--- src/rtl/vertexinput_reg_ctrl.sv ---
// AXI-lite bridge to one-hot register slices; one transaction at a time, read/write round-robin.
// Write grant->bvalid 2 cycles, read grant->rvalid 3 cycles; responses hold until bready/rready.
module vertexinput_reg_ctrl #(
    parameter int DATA_WIDTH = 32,
    parameter int ADDR_WIDTH = 8,
    parameter int NUM_REGS   = 8
) (
    input  logic                           clk,
    input  logic                           rst,
    input  logic                           s_awvalid,
    output logic                           s_awready,
    input  logic [ADDR_WIDTH-1:0]          s_awaddr,
    input  logic                           s_wvalid,
    output logic                           s_wready,
    input  logic [DATA_WIDTH-1:0]          s_wdata,
    input  logic [DATA_WIDTH/8-1:0]        s_wstrb,
    output logic                           s_bvalid,
    input  logic                           s_bready,
    output logic [1:0]                     s_bresp,
    input  logic                           s_arvalid,
    output logic                           s_arready,
    input  logic [ADDR_WIDTH-1:0]          s_araddr,
    output logic                           s_rvalid,
    input  logic                           s_rready,
    output logic [DATA_WIDTH-1:0]          s_rdata,
    output logic [1:0]                     s_rresp,
    output logic [NUM_REGS-1:0]            mem_w_req,
    output logic [DATA_WIDTH-1:0]          mem_w_data,
    output logic [NUM_REGS-1:0]            mem_r_req,
    input  logic [NUM_REGS*DATA_WIDTH-1:0] mem_r_data_local
);
    localparam int IW = ADDR_WIDTH - 2;
    localparam int SW = DATA_WIDTH / 8;

    localparam logic [2:0] IDLE    = 3'd0;
    localparam logic [2:0] WR_EXEC = 3'd1;
    localparam logic [2:0] WR_RESP = 3'd2;
    localparam logic [2:0] RD_EXEC = 3'd3;
    localparam logic [2:0] RD_CAPT = 3'd4;
    localparam logic [2:0] RD_RESP = 3'd5;

    localparam logic [1:0] RESP_OKAY   = 2'b00;
    localparam logic [1:0] RESP_SLVERR = 2'b10;

    logic [2:0]            state_q, state_d;
    logic                  prio_wr_q, prio_wr_d;
    logic [IW-1:0]         idx_q, idx_d;
    logic [DATA_WIDTH-1:0] wdata_q, wdata_d;
    logic [SW-1:0]         wstrb_q, wstrb_d;
    logic [DATA_WIDTH-1:0] rdata_q, rdata_d;

    logic                  wr_elig, rd_elig, grant_wr, grant_rd;
    logic                  idx_in_range, wr_ok;
    logic [NUM_REGS-1:0]   idx_onehot;
    logic [DATA_WIDTH-1:0] slice_sel;
    logic [1:0]            unused_addr_lsbs;

    // Byte offset within a register carries no meaning for these slices.
    assign unused_addr_lsbs = s_awaddr[1:0] ^ s_araddr[1:0];

    assign wr_elig  = s_awvalid & s_wvalid;
    assign rd_elig  = s_arvalid;
    assign grant_wr = (state_q == IDLE) & wr_elig & (~rd_elig | prio_wr_q);
    assign grant_rd = (state_q == IDLE) & rd_elig & (~wr_elig | ~prio_wr_q);

    assign idx_in_range = 32'(idx_q) < 32'(NUM_REGS);
    assign wr_ok        = idx_in_range & (&wstrb_q);

    always_comb begin
        idx_onehot = '0;
        slice_sel  = '0;
        for (int i = 0; i < NUM_REGS; i++) begin
            if (32'(idx_q) == 32'(i)) begin
                idx_onehot[i] = 1'b1;
                slice_sel     = mem_r_data_local[i*DATA_WIDTH +: DATA_WIDTH];
            end
        end
    end

    always_comb begin
        state_d   = state_q;
        prio_wr_d = prio_wr_q;
        idx_d     = idx_q;
        wdata_d   = wdata_q;
        wstrb_d   = wstrb_q;
        rdata_d   = rdata_q;
        case (state_q)
            IDLE: begin
                if (grant_wr) begin
                    state_d   = WR_EXEC;
                    prio_wr_d = 1'b0;
                    idx_d     = s_awaddr[ADDR_WIDTH-1:2];
                    wdata_d   = s_wdata;
                    wstrb_d   = s_wstrb;
                end else if (grant_rd) begin
                    state_d   = RD_EXEC;
                    prio_wr_d = 1'b1;
                    idx_d     = s_araddr[ADDR_WIDTH-1:2];
                end
            end
            WR_EXEC: state_d = WR_RESP;
            WR_RESP: if (s_bready) state_d = IDLE;
            RD_EXEC: state_d = RD_CAPT;
            // Capture one cycle after the request so the slice has settled its read data.
            RD_CAPT: begin
                rdata_d = idx_in_range ? slice_sel : '0;
                state_d = RD_RESP;
            end
            RD_RESP: if (s_rready) state_d = IDLE;
            default: state_d = IDLE;
        endcase
    end

    always_ff @(posedge clk) begin
        if (rst) begin
            state_q   <= IDLE;
            prio_wr_q <= 1'b1;
            idx_q     <= '0;
            wdata_q   <= '0;
            wstrb_q   <= '0;
            rdata_q   <= '0;
        end else begin
            state_q   <= state_d;
            prio_wr_q <= prio_wr_d;
            idx_q     <= idx_d;
            wdata_q   <= wdata_d;
            wstrb_q   <= wstrb_d;
            rdata_q   <= rdata_d;
        end
    end

    // Outputs are forced low while rst is high so an aborted transaction never leaks a pulse.
    always_comb begin
        s_awready  = grant_wr & ~rst;
        s_wready   = grant_wr & ~rst;
        s_arready  = grant_rd & ~rst;
        s_bvalid   = ~rst & (state_q == WR_RESP);
        s_bresp    = s_bvalid ? (wr_ok ? RESP_OKAY : RESP_SLVERR) : 2'b00;
        s_rvalid   = ~rst & (state_q == RD_RESP);
        s_rresp    = s_rvalid ? (idx_in_range ? RESP_OKAY : RESP_SLVERR) : 2'b00;
        s_rdata    = rst ? '0 : rdata_q;
        mem_w_req  = '0;
        mem_w_data = '0;
        if (~rst && (state_q == WR_EXEC) && wr_ok) begin
            mem_w_req  = idx_onehot;
            mem_w_data = wdata_q;
        end
        mem_r_req  = (~rst && (state_q == RD_EXEC)) ? idx_onehot : '0;
    end
endmodule

--- config.mk ---
export PLATFORM = sky130hd
export DESIGN_NAME = vertexinput_reg_ctrl
export DESIGN_NICKNAME = d
export VERILOG_FILES = /design/src/rtl/vertexinput_reg_ctrl.sv
export SDC_FILE = /design/constraint.sdc
export NUM_CORES = 1
export LEC_CHECK = 0
export BUFFER_PORTS_ARGS = -buffer_cell sky130_fd_sc_hd__buf_2
export CAP_MARGIN = 0
export CORE_AREA = 2 2 155 157
export CTS_BUF_LIST = sky130_fd_sc_hd__clkbuf_16
export DETAILED_ROUTE_END_ITERATION = 6
export DIE_AREA = 0 0 157 159
export REMOVE_ABC_BUFFERS = 1
export SLEW_MARGIN = 20
export SYNTH_ARGS = -nofsm -noshare
export SYNTH_HDL_FRONTEND = slang
export SYNTH_SLANG_ARGS = --single-unit
--- constraint.sdc ---
create_clock -name clk -period 2.35 [get_ports clk]
set_input_delay 0.3525 -clock clk [delete_from_list [all_inputs] [get_ports clk]]
set_output_delay 0.3525 -clock clk [all_outputs]
set_load 0.01 [all_outputs]
==> key figures, run 1 <==
Logic synthesis
  • Post-Syn Area per Cell: 7.284 um^2
  • Top post-synthesis cells by area: dfxtp_1 (25%), nand2_1 (7.1%), nand3_1 (5.9%), mux2i_1 (5.7%), a21oi_1 (4.8%)
  • Ys async rst share: 0%
  • Netlist Area Pre-Place: 6322 um^2
  • EDFF count, synth: 0
  • Seq/Total Area, Yosys: 24.70%
  • Area leader, netlist: dfxtp_1
  • Cells after Synth: 868
  • Synth Warn #: 0
  • Yosys top cell area share: 24.70%
  • Seq cells post-synth: 78
  • Synth cell types: 60
  • Commonest register cell after synthesis: dfxtp_1

STA
  • Final min period: 2286 ps
  • Setup Skew: 10.19 ps
  • Slew Viols, Final: 0
  • Max Clk Rate: 437.5 MHz
  • RSZ-0062 raised after global routing: false
  • Worst-margin pin slew: 496.6 ps
  • Setup violators final: 0
  • Final WS setup: 64.38 ps
  • Fin. Hold Viols: 0
  • Ratio of final minimum period to clock period: 97.26%
  • Max-Slew Margin vs Limit: 66.64%

Floorplanning
  • Die Ht: 159 um
  • Die Width: 157 um
  • Initial Util: 27.26%
  • # rows: 56
  • I/O pin count: 404
  • Total die area: 24,960 um^2
  • CORE AREA: 23,190 um^2

Setup path
  • CP required: 2000 ps
  • FF-to-FF Start: idx_q[5]
  • CP Max Fanout: 16
  • Crit path arrival time: 1930 ps
  • Worst reg-to-reg setup slack: 200 ps
  • Reg2reg path depth: 5
  • WS Path Type: flip-flop to primary output
  • Startpoint Class: flip-flop
  • Crit end category: primary output
  • Worst reg2reg path endpoint: rdata_q[27]

Detailed routing
  • Per-cell routed wire length: 18.63 um
  • Drt first pass iters: 5
  • DRC Markers: 0
  • Via count: 8,081
  • Vias per std cell: 5.187
  • ANT nets after route: 0
  • Initial detailed-routing violation count: 550
  • Final WL: 29,020 um

Placement
  • Placed cell count: 1,532
  • Post-placement setup slack: 173.7 ps
  • Buffers on Ports: 397
  • DPL Wire Length: 22,030 um
  • Routability congestion estimate: 0.9043
  • Cell Area, Placed: 8705 um^2

Flow run
  • Maximum capacitance violations: 0

Min path
  • HP Class: input port to flip-flop
  • Hold Path End: wdata_q[20]
  • Hold Startpoint: s_wdata[20]
  • Hold Crit Depth: 3

Clocking
  • CTS H-tree lvls: 3
  • Clock net sink count: 78
  • Skew-Pair Late Insertion Delay: 350 ps
  • Clock tree buffer depth: 2
  • # hold bufs at CTS: 0
  • Root Buffer: clkbuf_16
  • CTS Buf Count: 9
  • CTS tree: yes
  • Clock slew at reported path FFs: 70 ps

Status
  • Status: finished, final reports clean

Pwr
  • Worst VDD drop: 0.3079 mV
  • Leak: 0.004085 uW
  • PwrDens: 635.3 nW/um^2

Layout
  • Finished Layout Cells: 1,558
  • Nets: 1,548
  • Layout cell share with drive strength beyond 1: 40.31%
  • Design area: 9154 um^2
  • Util after Layout: 39.47%
  • Area Growth Syn to Fin: 44.79%

Global route
  • First-pass GRT wire length: 42,330 um
  • Vias in the first global route: 7,558
  • GRT Total Usage: 21.76%
  • Largest net degree at the start of global routing: 54
  • Initial antenna violation count: 1
  • GR Overflow Total: 0
## layout by cell type, fill, tap and decap left out, drive strengths merged, types with 4 or more instances in the layout
cell type	count
a211oi	5
a21oi	61
a22oi	19
a311oi	7
a32o	19
a32oi	6
and2	39
and3	23
and4	5
buf	448
clkbuf	11
dfxtp	78
inv	6
mux2i	36
nand2	120
nand2b	23
nand3	76
nand3b	20
nand4	5
nor2	38
nor2b	39
nor3	26
nor4	21
o2111a	4
o211ai	4
o21ai	6
o221ai	8
o22ai	7
o31ai	19
or3	22
## cell families (layout without fill, tap and decap cells)
| group | Yosys count | after routing | share of synthesized area [%] |
|---|---|---|---|
| buffers and inverters | 100 | 469 | 7.797 |
| flip-flops | 78 | 78 | 24.70 |
| multiplexers | 39 | 39 | 6.234 |
| AO/OA/AOI/OAI | 186 | 186 | 21.55 |
| AND/OR/NAND/NOR | 464 | 464 | 39.66 |
| other | 1 | 3 | 0.05931 |
## registers in the layout, summed over array words and instances (netlist names)
| signal | flops |
|---|---|
| prio_wr_q | 1 |
| rdata_q | 32 |
| state_q | 3 |
| wdata_q | 32 |
| idx_q | 6 |
| wstrb_q | 4 |
## area by class of cell
class	count	area (um^2)
diodes	1	2.502
flip-flops and latches	78	1573
clock inverters	7	57.56
well taps	319	399.1
repair buffers	450	2520
multi-input cells	691	4365
fillers	2469	14040
clock buffers	9	225.2
inverters	3	11.26
## power breakdown
part | leakage (uW) | switching, uW | internal [uW] | total, uW
Sequential | 0.000635 | 141 | 1430 | 1570
Combinational | 0.00332 | 1720 | 1160 | 2870
Clock | 0.000131 | 642 | 730 | 1370
## worst max-delay path, stage by stage (launching register included)
cell and delay, ps:
dfxtp_2 340, or3_4 410, nor2_4 110, and4_4 290
clkbuf_16 180, and2_1 130, buf_2 120
## how the worst max path moves through the flow
stage              from              to  slack [ps]  cells past startpoint
2_1_floorplan  idx_q[0]    mem_w_req[5]       -1990                      3
3_3_place_gp   idx_q[5]      rdata_q[3]         180                      6
3_5_place_dp   idx_q[0]      rdata_q[6]         170                      5
4_1_cts        idx_q[5]  mem_w_data[14]           3                      6
5_1_grt        idx_q[5]  mem_w_data[30]           5                      6
6_report       idx_q[5]  mem_w_data[24]          60                      6
## Yosys cell counts, types with 19 or more instances
| master | number |
|---|---|
| nand2_1 | 119 |
| dfxtp_1 | 78 |
| nand3_1 | 74 |
| a21oi_1 | 61 |
| clkbuf_1 | 50 |
| and2_1 | 39 |
| nor2b_1 | 39 |
| mux2i_1 | 36 |
| nor2_1 | 36 |
| nor3_1 | 26 |
| buf_2 | 25 |
| and3_1 | 23 |
| nand2b_1 | 23 |
| or3_1 | 22 |
| nand3b_1 | 20 |
| a22oi_1 | 19 |
| a32o_1 | 19 |
| nor4_1 | 19 |
| o31ai_1 | 19 |
## layer usage
| layer | track usage [%] | up-vias | part of all wire [%] |
|---|---|---|---|
| met1 | 27.35 | 3736 | 42 |
| met4 | 6.881 | 0 | 2.4 |
| met2 | 37.42 | 393 | 49 |
| met5 | 0 | - | 0 |
| met3 | 3.947 | 42 | 7.1 |
| li1 | - | 3910 | - |
## per-stage QoR
| stage | power, uW | setup TNS (ps) | hold WS, ps |
|---|---|---|---|
| global route | 6173 | 0 | 231.0 |
| floorplan | 3057 | -73920 | 421.6 |
| CTS | 5823 | 0 | 220.6 |
| finish | 5815 | 0 | 238.8 |
| global placement | 4380 | 0 | 437.3 |
| detailed placement | 4387 | 0 | 443.0 |
## what timing repair did
item                                    CTS  global route
gates cloned                              0             2
gates resized for setup                  10             6
endpoints found under the setup margin   44            40
pin swaps                                 1             3
buffers inserted                          1             6
(Power assumes the default switching activity.)
==> run 2: changes to the inputs <==
--- a/config.mk
+++ b/config.mk
@@ -11,7 +11,6 @@
 export CTS_BUF_LIST = sky130_fd_sc_hd__clkbuf_16
 export DETAILED_ROUTE_END_ITERATION = 6
 export DIE_AREA = 0 0 157 159
-export REMOVE_ABC_BUFFERS = 1
 export SLEW_MARGIN = 20
 export SYNTH_ARGS = -nofsm -noshare
 export SYNTH_HDL_FRONTEND = slang
==> run 2 against run 1 <==
Against the previous run: routed wire length increased by 0.34%; cell count is 0.45% lower; critical path depth did not move; total power is 2.6% higher; hold slack worse by 1.9 ps; combinational power shrank 2%; first-iteration DRC count up 0.36%; highest routed layer is now met5.
==> key figures, run 2 (synthesized netlist as in run 1, its figures left out) <==
Status
  • Status: finished, final reports clean

Layout
  • Most frequent cells in the layout: buf_2 (389), nand2_1 (117), nand3_1 (74), dfxtp_1 (74), a21oi_1 (61)
  • ANT cells: 0 (-1)
  • Multi-input logic area: 4362 um^2 (about the same)
  • Area Growth Syn to Fin: 45.14%
  • Layout cell share with drive strength beyond 1: 40.42% (+0.12 points)
  • FILL cells: 2,448 (-0.85%)
  • Commonest non-fill, non-tap cell in the layout: buf_2
  • Design area: 9176 um^2 (+0.25%)
  • Register area: 1572 um^2 (about the same)
  • Nets: 1,542 (-0.39%)
  • Util after Layout: 39.57% (+0.097 points)
  • Biggest regs: rdata_q x32, wdata_q x32, idx_q x6

STA
  • Fin. Hold Viols: 0 (unchanged)
  • Worst-margin pin slew: 514.5 ps (+17.92 ps)
  • Max-Slew Margin vs Limit: 65.70% (-0.95 points)
  • Setup violators final: 0 (unchanged)
  • Final WS setup: 44.40 ps (-19.98 ps)
  • Slew Viols, Final: 0 (unchanged)
  • Max Clk Rate: 433.7 MHz (-0.87%)
  • RSZ-0062 raised after global routing: true
  • Final min period: 2306 ps (+19.98 ps)
  • Setup Skew: 9.430 ps (-0.7584 ps)
  • Ratio of final minimum period to clock period: 98.11% (+0.85 points)

Setup path
  • CP required: 2000 ps (about the same)
  • CP top delay family: simple AND/OR/NAND/NOR gates
  • Crit path arrival time: 1950 ps (+20 ps)
  • WS Path Type: flip-flop to primary output
  • Critical-path cell list: or3_4 -> nor2_4 -> and4_4 -> clkbuf_16 -> and2_1 -> buf_2
  • CP Max Fanout: 16 (unchanged)
  • Crit end category: primary output
  • Worst reg-to-reg setup slack: 260 ps (+60 ps)
  • Slowest cell on the critical path: or3_4
  • Startpoint Class: flip-flop
  • Crit path buf inv count: 2 (unchanged)
  • Worst stage delay on the critical path: 390 ps (-20 ps)

Detailed routing
  • DRC Markers: 0 (unchanged)
  • Top Metal Used: met5
  • Met2 WL post-DR: 13,640 um (-3.6%)
  • Initial detailed-routing violation count: 552 (+0.36%)
  • Drt first pass iters: 5 (unchanged)
  • ANT nets after route: 0 (unchanged)
  • Final WL: 29,120 um (+0.34%)
  • Via count: 8,036 (-0.56%)
  • Vias per std cell: 5.181 (-0.11%)
  • Met3 routed WL: 2722 um (+32%)
  • Per-cell routed wire length: 18.77 um (+0.80%)
  • Met1 wire length: 12,050 um (-0.41%)

Global route
  • Vias in the first global route: 7,810 (+3.3%)
  • First-pass GRT wire length: 43,340 um (+2.4%)
  • Initial antenna violation count: 1 (unchanged)
  • GRT Total Usage: 22.08% (+0.32 points)
  • GR Overflow Total: 0 (unchanged)
  • Largest net degree at the start of global routing: 54 (unchanged)

Floorplanning
  • Die Ht: 159 um (unchanged)
  • Initial Util: 27.26% (unchanged)
  • Die Width: 157 um (unchanged)
  • # rows: 56 (unchanged)
  • CORE AREA: 23,190 um^2 (unchanged)
  • I/O pin count: 404 (unchanged)
  • Total die area: 24,960 um^2 (unchanged)

Placement
  • DPL Wire Length: 21,410 um (-2.8%)
  • Post-placement setup slack: 254.7 ps (+81.04 ps)
  • Cell Area, Placed: 8700 um^2 (about the same)
  • Routability congestion estimate: 0.9051 (about the same)
  • Buffers on Ports: 397 (unchanged)

Clocking
  • CTS H-tree lvls: 3 (unchanged)
  • Clock net sink count: 78 (unchanged)
  • Clock tree buffer depth: 2 (unchanged)
  • CTS tree: yes
  • Root Buffer: clkbuf_16
  • Skew-Pair Late Insertion Delay: 340 ps (about the same)
  • # hold bufs at CTS: 0 (unchanged)
  • CTS Buf Count: 9 (unchanged)
  • Clock slew at reported path FFs: 70 ps (about the same)

Flow run
  • Maximum capacitance violations: 0 (unchanged)

Pwr
  • Leak: 0.004096 uW (+0.26%)
  • Worst VDD drop: 0.3216 mV (+4.5%)
  • PwrDens: 650.1 nW/um^2 (+2.3%)

Min path
  • HP Class: input port to flip-flop
==> run 2: routing by layer <==
layer  vias to the layer above  GRT usage, %
met5                         -             0
met2                       392         36.64
met4                         2         7.256
met3                        42         5.988
met1                      3706         27.56
li1                       3894             -
==> run 2: what timing repair did <==
action                                  CTS  global route
gates resized for setup                   2            21
gates cloned                              0             2
setup buffers                             1             1
pin swaps                                 1             1
endpoints found under the setup margin   38            43
==> run 2: worst min-delay path, stage by stage <==
cell and delay [ps]:
buf_2 90, nand2_1 40, a21oi_1 50
==> run 2: metrics by stage <==
step	total power, uW	hold WS [ps]	setup TNS, ps	cells
after floorplan	3333	431.7	0	869
after global placement	4354	436.9	0	1531
after detailed placement	4372	442.1	0	1531
after CTS	6027	222.1	0	1548
after global routing	6363	222.0	-331.5	1551
final	5965	236.9	0	1551
==> run 2: layout make-up <==
cell class,count,area share [%]
Multi-Input combinational cell,691,47.53
Timing Repair Buffer,444,27.30
Sequential cell,78,17.13
Tap cell,319,4.350
Clock buffer,9,2.454
Clock inverter,7,1.118
Inverter,3,0.1227
==> run 2: worst paths after layout <==
| kind | start | endpoint | cells past startpoint |
|---|---|---|---|
| worst max-delay path | idx_q[5] | mem_w_data[18] | 6 |
| worst min register to register | wdata_q[1] | wdata_q[1] | 2 |
| worst max register to register | idx_q[5] | rdata_q[2] | 5 |
| worst min-delay path | s_wdata[10] | wdata_q[10] | 3 |
==> run 2: power by group <==
part	total, uW	internal (uW)	switching, uW
logic	2800	1100	1700
registers	1560	1430	127
clock network	1610	950	660
total	5970	3480	2480
